[config.mk]
export PLATFORM = sky130hd
export DESIGN_NAME = arb2_4
export DESIGN_NICKNAME = d
export VERILOG_FILES = /design/src/rtl/arb2_4.sv
export SDC_FILE = /design/constraint.sdc
export NUM_CORES = 1
export LEC_CHECK = 0
export CELL_PAD_IN_SITES_DETAIL_PLACEMENT = 1
export CELL_PAD_IN_SITES_GLOBAL_PLACEMENT = 2
export CORE_MARGIN = 2
export CORE_UTILIZATION = 22
export CTS_CLUSTER_SIZE = 16
export DETAILED_ROUTE_END_ITERATION = 12
export PLACE_DENSITY = 0.75
export SYNTH_ARGS = -nofsm -noshare
export SYNTH_HDL_FRONTEND = slang
export SYNTH_SLANG_ARGS = --single-unit
[constraint.sdc]
create_clock -name clk -period 1.5 [get_ports clk]
set_input_delay 0.45 -clock clk [delete_from_list [all_inputs] [get_ports clk]]
set_output_delay 0.45 -clock clk [all_outputs]
set_load 0.1 [all_outputs]
[src/rtl/arb2_4.sv]
// arb2_4: round-robin 2-requester channel arbiter with registered mux data; ARB_TIMEOUT_EN adds MAX_HOLD forced handoff
module arb2_4 #(
  parameter int WIDTH = 4,
  parameter int MAX_HOLD = 4
) (
  input  logic             clk,
  input  logic             rst_n,
  input  logic             req_a,
  input  logic             req_b,
  input  logic [WIDTH-1:0] a,
  input  logic [WIDTH-1:0] b,
  output logic             gnt_a,
  output logic             gnt_b,
  output logic             sel,
  output logic [WIDTH-1:0] out,
  output logic             out_valid,
  output logic             busy
);
  typedef enum logic [1:0] {IDLE, OWN_A, OWN_B} state_t;
  state_t state, nxt;
  logic last_b, expired;
  if (MAX_HOLD < 2) begin : g_bad_max_hold
    $error("MAX_HOLD must be >= 2");
  end
`ifdef ARB_TIMEOUT_EN
  localparam int HW = $clog2(MAX_HOLD) + 1;
  logic [HW-1:0] hold;
  assign expired = hold == HW'(MAX_HOLD - 1);
  always_ff @(posedge clk)
    if (!rst_n || nxt != state) hold <= '0;
    else if (state != IDLE && !expired) hold <= hold + HW'(1);
`else
  assign expired = 1'b0;
`endif
  always_comb
    nxt = state == OWN_A ? (req_a && !(expired && req_b) ? OWN_A : req_b ? OWN_B : IDLE) :
          state == OWN_B ? (req_b && !(expired && req_a) ? OWN_B : req_a ? OWN_A : IDLE) :
          (req_a && (!req_b || last_b) ? OWN_A : req_b ? OWN_B : IDLE);
  always_ff @(posedge clk)
    if (!rst_n) begin
      state <= IDLE;
      gnt_a <= 1'b0;
      gnt_b <= 1'b0;
      busy <= 1'b0;
      sel <= 1'b0;
      out <= '0;
      out_valid <= 1'b0;
      last_b <= 1'b1;
    end else begin
      state <= nxt;
      gnt_a <= nxt == OWN_A;
      gnt_b <= nxt == OWN_B;
      busy <= nxt != IDLE;
      sel <= nxt == OWN_A ? 1'b0 : nxt == OWN_B ? 1'b1 : sel;
      out <= state == OWN_A ? a : state == OWN_B ? b : out;
      out_valid <= state == OWN_A || state == OWN_B;
      last_b <= state == OWN_A && nxt != OWN_A ? 1'b0 : state == OWN_B && nxt != OWN_B ? 1'b1 : last_b;
    end
endmodule
======== Word-level counts from Yosys, hierarchy flattened ========
Index checks and enable logic that the tools add are counted.
word-level totals
  register bits after elaboration ......... 12
  word-level logic and storage cells ...... 36
cells by class
  equal/unequal tests ..................... 6
  muxes and demuxes ....................... 11
  bitwise logic cells ..................... 1
  reductions and logical operators ........ 10
operators by type and width
  kind                number
  $mux 2              6
  $mux 4              2
  $reduce_bool 2->1   3
  $eq 2x1->1 const B  2
  $eq 2x2->1 const B  2
  $logic_and 1x1->1   3
  $mux 1              3
  $logic_or 1x1->1    2
  $ne 2x1->1 const B  1
  $ne 2x2->1 const B  1
  $reduce_or 2->1     1
  $logic_not 1->1     1
  $not 1->1           1

======== Logic depth before layout (Yosys ltp) ========
Gate-level depths: netlist of run 1.
  depth in word-level cells ............... 10
  mapped depth ............................ 6

======== Least setup slack after synthesis of run 1 ========
OpenSTA, ideal clock, no wires.
  path kind ............................... reg2out
  start point ............................. reg out[0]
  end point ............................... out out[0]
  arrival ................................. 0.921 ns
  slack ................................... 0.129 ns
  cell stages (with the launch flop) ...... 1
  buffers on the path ..................... 0
  path through ............................ dfxtp_1
RTL lines
  item                    RTL line  source
  start, declared         15        output logic [WIDTH-1:0] out,
  start signal, assigned  55        out <= state == OWN_A ? a : state == OWN_B ? b : out;
No word-level cell between the ends.

======== Worst setup path after layout of run 1 ========
  start point ............................. reg sel
  end point ............................... out sel
RTL lines
  item                    RTL line  source
  start, declared         14        output logic sel,
  start signal, assigned  54        sel <= nxt == OWN_A ? 1'b0 : nxt == OWN_B ? 1'b1 : sel;
No word-level cell between the ends.

==> results.cfg, run 1 <==
[outcome]
status = complete, no violations

[setup_path]
critical_path_class = reg -> out
reg2reg_setup_slack_ns = 0.22
path_max_fanout = 2
worstPathCellList = buf_12
required_ns = 1.05
cpMaxStageDelayCell = dfxtp_1
reg2reg_to = last_b$_SDFFE_PN1P_
path_buf_inv = 1
arrival_ns = 0.84
cp_top_family = flip-flops
start_kind = register
reg2reg_depth = 5
reg2reg_from = state[1]$_SDFF_PN0_
cp-end-kind = output port
slowest_delay_ns = 0.39

[cells_and_area]
area_growth_pct = 71.69
layout.cells.non_filler = 96
multiInputGateArea_um2 = 210.2
seq_area_um2 = 240.2
fin_util_pct = 40.90
diodes = 0
drive_gt1_share_pct = 27.54
nNetsFinal = 85
n_fill_cell = 229

[synthesis]
syn-instance-count = 46
ys_seq_area_share_pct = 49.87
ys_types = 18
ys_warn_count = 0
syn-cell-area_um2 = 481.7
ys_ff_latch = 12
syn_area_per_cell_um2 = 10.47
synth_fp_nets = 60

[cts]
htreeDepth = 1
clkSlewWorstSetupHoldPaths_ns = 0.07
insertion_delay_ns = 0.26
cts.sinks = 12
post_cts_buffers = 0
cts_buffer_depth = 2
clockRootBuffer = clkbuf_4
hold_buffers = 0
cts_resized = 0
cts-buffers-inserted = 3
cts_tree = yes

[min_path]
hold_path_startpoint = last_b$_SDFFE_PN1P_
hold_depth = 2
min_to = last_b$_SDFFE_PN1P_
hold_path.class = reg -> reg

[sta]
tns_ns = 0
period_minus_slack_ns = 1.293
max_freq_mhz = 773.4
rsz0062_at_grt = false
maxSlewViolCount = 0
worstMarginPinSlew_ns = 0.4376
fin_ws_ns = 0.2071
setup_viol = 0
fin_worst_skew_ns = 0.0007591
max_slew_margin_pct = 70.82
hold_viol_final = 0
finalCritPeriodShare_pct = 86.20

[grt]
antenna_found_initial = 0
overflow = 0
grt_max_degree = 13
grt_use_total_pct = 10.07
grt_pass1_vias = 417
grt_pass1_wl_um = 1869

[die]
dieArea_mm2 = 0.002580
initial_utilization_pct = 23.82
num_rows = 16
die_x_um = 50.80
die_y_um = 50.80
core_mm2 = 0.002022
io_pins = 21

[route]
antenna_left = 0
first_pass_iters = 2
drtIter0Drc = 2
wirelength_um = 1098
num_vias = 408
vias_per_cell = 4.250
wl_per_cell_um = 11.44
drc = 0

[placement]
pre_cts_slack_ns = -0.0009784
port_buffers = 20
dp.cells = 93
place_congestion = 0.6695
place_hpwl_um = 843.5

[power]
pwr_density_cell_mw_per_mm2 = 1076
p_leak_nw = 0.3486
ir_worst_vdd_uv = 394.8

[job]
cap_viol_max_count = 0
==> power breakdown <==
group          total, mW  internal [mW]  switching [mW]
Sequential         0.366          0.344          0.0220
Clock              0.193         0.0926           0.101
Combinational      0.330          0.131           0.199
Total              0.890          0.568           0.322
==> registers in the layout, summed over array words and instances (netlist names) <==
register / count
gnt_b: 1
state: 2
sel: 1
last_b: 1
out: 4
out_valid: 1
busy: 1
gnt_a: 1
==> area by class of cell <==
| cell class | count | share of cell area (%) |
|---|---|---|
| Clock buffer | 3 | 2.723 |
| Inverter | 4 | 1.815 |
| Multi-Input combinational cell | 28 | 25.42 |
| Sequential cell | 12 | 29.05 |
| Tap cell | 27 | 4.085 |
| Timing Repair Buffer | 22 | 36.91 |
==> layer usage <==
metal / part of all wire, % / vias up / GRT usage (%)
met3: 4.1 / 2 / 2.381
met4: 1.7 / 0 / 8.108
li1: - / 209 / -
met1: 48 / 187 / 12.48
met2: 47 / 10 / 14.69
met5: 0 / - / 0
==> layout by cell type (no fill, tap or decap), drive strengths merged <==
master / instances
dfxtp: 12
clkdlybuf4s50: 11
buf: 11
o21ai: 6
a21oi: 5
mux2i: 4
inv: 4
nor2b: 4
clkbuf: 3
and3: 2
o311a: 2
ha: 2
o211a: 1
o21a: 1
nand2b: 1
==> synthesized netlist by cell type (all sizes together) <==
cell type | number | area share (%)
inv | 4 | 3.1
ha | 2 | 5.2
mux2i | 4 | 8.3
o21a | 1 | 1.6
o311a | 2 | 4.2
dfxtp | 12 | 50
buf | 2 | 3.4
and3 | 2 | 3.1
nor2b | 4 | 5.7
o211a | 1 | 2.1
o21ai | 6 | 7.0
a21oi | 5 | 5.2
nand2b | 1 | 1.3
==> cells by family (layout without fill, tap and decap cells) <==
group	Yosys count	after routing	synth area share (%)
DFF	12	12	49.87
AOI/OAI and AO/OA	15	15	20.00
muxes	4	4	8.312
adders and majority gates	2	2	5.194
buffers and inverters	6	29	6.491
and+or+nand+nor	7	7	10.13
==> metrics by stage <==
stage                     power [mW]  hold WS (ns)  area, µm²
final                         0.8896        0.5057      827.0
after global routing          0.9398        0.5694      827.0
after CTS                     0.8998        0.5123      827.0
after detailed placement      0.7057        0.4895      804.5
after global placement        0.7025        0.4814      804.5
after floorplan               0.5645        0.4579      481.7
==> how the worst max path moves through the flow <==
stage	to	cells past startpoint	from
final	sel	1	sel$_SDFFE_PP0P_
after global routing	last_b$_SDFFE_PN1P_	5	state[1]$_SDFF_PN0_
after CTS	out[0]	1	out[0]$_SDFFE_PN0P_
after detailed placement	out[0]$_SDFFE_PN0P_	3	rst_n
after global placement	state[0]$_SDFF_PN0_	3	req_b
after floorplan	out[0]	0	out[0]$_SDFFE_PN0P_
Note: power is estimated with default switching activity, not from simulation.
==> run 2, diff against run 1 <==
--- a/config.mk
+++ b/config.mk
@@ -5,13 +5,16 @@
 export SDC_FILE = /design/constraint.sdc
 export NUM_CORES = 1
 export LEC_CHECK = 0
+export ABC_CLOCK_PERIOD_IN_PS = 1500
 export CELL_PAD_IN_SITES_DETAIL_PLACEMENT = 1
 export CELL_PAD_IN_SITES_GLOBAL_PLACEMENT = 2
 export CORE_MARGIN = 2
 export CORE_UTILIZATION = 22
 export CTS_CLUSTER_SIZE = 16
 export DETAILED_ROUTE_END_ITERATION = 12
+export GPL_TIMING_DRIVEN = 0
 export PLACE_DENSITY = 0.75
+export SKIP_LAST_GASP = 1
 export SYNTH_ARGS = -nofsm -noshare
 export SYNTH_HDL_FRONTEND = slang
 export SYNTH_SLANG_ARGS = --single-unit
==> run 2 against run 1 <==
  * Cell area down 12%
  * Via count up 5.1%
  * Combinational power down 16%
  * Hold slack worse by 0.010 ns
  * Critical path depth unchanged
  * Worst setup slack worse by 0.16 ns
  * Routed wire length up 1.5%
  * First-iteration DRC count down 50%
  * Critical endpoint is now gnt_b
  * Clock power up 35%
  * Critical path type unchanged
==> results.cfg, run 2 (same netlist as run 1, synthesis figures left out) <==
[setup_path]
required_ns = 1.05
cpMaxStageDelayCell = buf_2
cp_top_family = buffers and inverters
reg2reg_from = state[0]$_SDFF_PN0_
path_buf_inv = 1
reg2reg_setup_slack_ns = 0.29
cp-startpoint = gnt_b$_SDFF_PN0_
slowest_delay_ns = 0.41
cp-end-kind = output port
reg2reg_to = gnt_b$_SDFF_PN0_
start_kind = register
arrival_ns = 1.00
reg2reg_depth = 5
endpoint = gnt_b
worstPathCellList = buf_2
path_max_fanout = 1
critical_path_class = reg -> out
cp_num_cells = 1

[sta]
hold_viol_final = 0
max_freq_mhz = 690.3
maxSlewViolCount = 0
period_minus_slack_ns = 1.449
finalCritPeriodShare_pct = 96.58
max_slew_margin_pct = 67.99
rsz0062_at_grt = false
tns_ns = 0
fin_worst_skew_ns = 0.004757
worstMarginPinSlew_ns = 0.4835
whs_ns = 0.4956
setup_viol = 0

[die]
core_mm2 = 0.002022
initial_utilization_pct = 23.82
io_pins = 21
die_y_um = 50.80
dieArea_mm2 = 0.002580
die_x_um = 50.80
num_rows = 16

[cells_and_area]
most-common-layout-cells = 12 x dfxtp_1, 11 x clkdlybuf4s50_1, 10 x clkbuf_4, 5 x a21oi_1
largestRegisters = out (4), state (2)
mostFrequentLayoutCell = dfxtp_1
fin_area_um2 = 724.4
largest_register_ffs = 4
nNetsFinal = 85
drive_gt1_share_pct = 28.57
top_register = out
layout.cells.non_filler = 97
diodes = 0
area_growth_pct = 50.39

[placement]
dp.cells = 93
place_hpwl_um = 818
place_area_um2 = 715.7
port_buffers = 20
place_congestion = 0.6558

[outcome]
status = complete, no violations

[grt]
overflow = 0
grt_pass1_wl_um = 1738
grt_pass1_vias = 377
grt_use_total_pct = 9.583
antenna_found_initial = 0
grt_max_degree = 11

[cts]
cts_buffer_depth = 2
hold_buffers = 0
cts-buffers-inserted = 3
insertion_delay_ns = 0.28
cts.sinks = 12
clkSlewWorstSetupHoldPaths_ns = 0.08
cts_tree = yes
clockRootBuffer = clkbuf_4
htreeDepth = 1

[route]
drc = 0
num_vias = 429
wl_per_cell_um = 11.48
wirelength_um = 1114
vias_per_cell = 4.423
drtIter0Drc = 1
first_pass_iters = 2
antenna_left = 0

[power]
intPower_uw = 568.2
p_leak_nw = 0.3221
pwr-share-clk_pct = 29.2
p_total_uw = 890.8
comb_power_share_pct = 31.2
pwr_density_cell_mw_per_mm2 = 1230
power.switching_uw = 322.6
seqPwrFrac_pct = 39.6
switching_share_pct = 36.21
ir_worst_vdd_uv = 534.3

[job]
cap_viol_max_count = 0

[min_path]
hold_path.class = reg -> reg
==> run 2: cell count changes in the layout (fill, tap and decap cells not counted), sizes merged <==
cell,change
buf,-7
clkbuf,+8
==> run 2: through the flow <==
step | util [%] | setup WS (ns)
final | 35.83 | 0.05133
after global routing | 35.83 | 0.0002082
after CTS | 34.96 | -0.003592
after detailed placement | 35.40 | -0.3968
after global placement | 35.40 | -0.3956
after floorplan | - | 0.1293
==> run 2: cell type report <==
class | count | area (µm²)
inverters | 4 | 15.01
multi-input cells | 28 | 210.2
clock buffers | 4 | 36.28
plain buffers | 2 | 16.27
flip-flops and latches | 12 | 240.2
well taps | 27 | 33.78
repair buffers | 20 | 172.7
fillers | 235 | 1297
==> run 2: per-layer routing <==
layer,wire [µm],track usage [%]
met1,509,11.25
met4,35,8.108
met3,54,2.976
met5,0,0
met2,514,14.04
==> run 2: repair_timing <==
action,CTS,global route
gates resized for setup,45,7
cloned,0,0
setup buffers,0,0
setup endpoints to repair,9,7
==> run 2: worst min-delay path by stage <==
stage	start	slack, ns	end	cells after the start
floorplan	last_b$_SDFFE_PN1P_	0.46	last_b$_SDFFE_PN1P_	2
global placement	last_b$_SDFFE_PN1P_	0.48	last_b$_SDFFE_PN1P_	2
detailed placement	last_b$_SDFFE_PN1P_	0.48	last_b$_SDFFE_PN1P_	2
CTS	last_b$_SDFFE_PN1P_	0.50	last_b$_SDFFE_PN1P_	2
global route	last_b$_SDFFE_PN1P_	0.53	last_b$_SDFFE_PN1P_	2
finish	last_b$_SDFFE_PN1P_	0.50	last_b$_SDFFE_PN1P_	2
==> run 2: power groups by stage <==
stage          logic (mW)  clock network [mW]  registers, mW
3_3_place_gp        0.287                   0          0.361
2_1_floorplan      0.0567                   0          0.508
3_5_place_dp        0.290                   0          0.361
5_1_grt             0.291               0.293          0.357
4_1_cts             0.273               0.271          0.353
6_report            0.278               0.260          0.353
==> run 3, diff against run 2 <==
--- a/config.mk
+++ b/config.mk
@@ -5,7 +5,7 @@
 export SDC_FILE = /design/constraint.sdc
 export NUM_CORES = 1
 export LEC_CHECK = 0
-export ABC_CLOCK_PERIOD_IN_PS = 1500
+export ABC_CLOCK_PERIOD_IN_PS = 1490
 export CELL_PAD_IN_SITES_DETAIL_PLACEMENT = 1
 export CELL_PAD_IN_SITES_GLOBAL_PLACEMENT = 2
 export CORE_MARGIN = 2
==> constraint.sdc (replaced) <==
create_clock -name clk -period 1.49 [get_ports clk]
set_input_delay 0.447 -clock clk [delete_from_list [all_inputs] [get_ports clk]]
set_output_delay 0.447 -clock clk [all_outputs]
set_load 0.1 [all_outputs]
==> run 3 against run 2 <==
  * Via count is the same
  * Sequential cell count is the same
  * Global-route usage is the same
  * Highest routed layer unchanged
  * Clock power is essentially flat
  * Hold slack is the same
  * Sequential power is essentially flat
  * First-iteration DRC count is the same
  * Register-to-register slack is essentially flat
  * Critical path depth is the same
  * Core utilization grew 0.12 points
==> results.cfg, run 3 (same netlist as run 1, synthesis figures left out) <==
[die]
num_rows = 16
die_x_um = 50.80
io_pins = 21
core_mm2 = 0.002022
die_y_um = 50.80
dieArea_mm2 = 0.002580
initial_utilization_pct = 23.82

[sta]
hold_viol_final = 0
max_freq_mhz = 696.5
max_slew_margin_pct = 68.01
rsz0062_at_grt = false
fin_worst_skew_ns = 0.004757
finalCritPeriodShare_pct = 96.36
setup_viol = 0
maxSlewViolCount = 0
period_minus_slack_ns = 1.436
worstMarginPinSlew_ns = 0.4832
fin_ws_ns = 0.05421
whs_ns = 0.4956

[cells_and_area]
most-common-layout-cells = 12 x dfxtp_1, 11 x clkdlybuf4s50_1, 10 x clkbuf_4, 5 x a21oi_1
mostFrequentLayoutCell = dfxtp_1
fin_util_pct = 35.95
largestRegisters = out (4), state (2)
top_register = out
area_growth_pct = 50.91
nNetsFinal = 85
drive_gt1_share_pct = 28.57
fin_area_um2 = 726.9
diodes = 0
largest_register_ffs = 4

[cts]
clockRootBuffer = clkbuf_4
post_cts_buffers = 0
insertion_delay_ns = 0.28
cts_tree = yes
cts_buffer_depth = 2
htreeDepth = 1
cts-buffers-inserted = 3
cts.sinks = 12
hold_buffers = 0
clkSlewWorstSetupHoldPaths_ns = 0.07

[setup_path]
worstPathCellList = buf_2
path_max_fanout = 1
path_buf_inv = 1
required_ns = 1.04
slowest_delay_ns = 0.41
start_kind = register
cpMaxStageDelayCell = buf_2
arrival_ns = 0.99
cp-end-kind = output port
critical_path_class = reg -> out
cp_top_family = buffers and inverters

[min_path]
hold_path.class = reg -> reg

[route]
antenna_left = 0
drtIter0Drc = 1
wirelength_um = 1115
drc = 0
vias_per_cell = 4.423
first_pass_iters = 2
wl_per_cell_um = 11.49
num_vias = 429

[power]
p_leak_nw = 0.3222
p_total_uw = 897.9
ir_worst_vdd_uv = 538.8
pwr_density_cell_mw_per_mm2 = 1235

[grt]
grt_max_degree = 11
overflow = 0
grt_pass1_vias = 377
grt_use_total_pct = 9.583
antenna_found_initial = 0
grt_pass1_wl_um = 1738

[outcome]
status = complete, no violations

[job]
cap_viol_max_count = 0

[placement]
place_hpwl_um = 818
pre_cts_slack_ns = -0.4038
place_area_um2 = 715.7
place_congestion = 0.6558
port_buffers = 20
==> run 3: cell counts in the layout (fill, tap and decap cells not counted) <==
No cell type changed its count.
==> run 3: path summary, 6_finish.rpt <==
check / startpoint / endpoint / slack [ns] / depth (start not counted)
worst max-delay path: out_valid$_SDFF_PN0_ / out_valid / 0.05 / 1
worst min-delay path: last_b$_SDFFE_PN1P_ / last_b$_SDFFE_PN1P_ / 0.50 / 2
worst max register to register: state[0]$_SDFF_PN0_ / gnt_b$_SDFF_PN0_ / 0.28 / 5
worst min register to register: last_b$_SDFFE_PN1P_ / last_b$_SDFFE_PN1P_ / 0.50 / 2
==> run 3: stage by stage <==
| stage | TNS [ns] | instances |
|---|---|---|
| global route | 0 | 97 |
| global placement | -3.589 | 93 |
| floorplan | 0 | 46 |
| finish | 0 | 97 |
| CTS | -0.01059 | 97 |
| detailed placement | -3.610 | 93 |
==> run 3: metal layers <==
layer / vias to the layer above / wire length [µm] / share of wire (%) / GRT usage [%]
li1: 209 / - / - / -
met1: 202 / 509 / 46 / 11.25
met2: 13 / 515 / 46 / 14.04
met3: 5 / 54 / 4.8 / 2.976
met4: 0 / 35 / 3.1 / 8.108
met5: - / 0 / 0 / 0
==> run 3: area by class of cell <==
class | count | area, µm²
Inverter | 4 | 15.01
Buffer | 2 | 16.27
Fill cell | 236 | 1295
Multi-Input combinational cell | 28 | 210.2
Clock buffer | 4 | 36.28
Timing Repair Buffer | 20 | 175.2
Sequential cell | 12 | 240.2
Tap cell | 27 | 33.78
==> run 3: report_power, final <==
part / internal, mW / total [mW] / switching [mW]
Sequential: 0.346 / 0.356 / 0.00984
Combinational: 0.0787 / 0.280 / 0.202
Clock: 0.149 / 0.262 / 0.113
Total: 0.573 / 0.898 / 0.325
==> run 3: timing repair <==
item                       4_1_cts  5_1_grt
gates resized for setup         46        7
setup endpoints to repair        9        7
pin swaps                        0        0
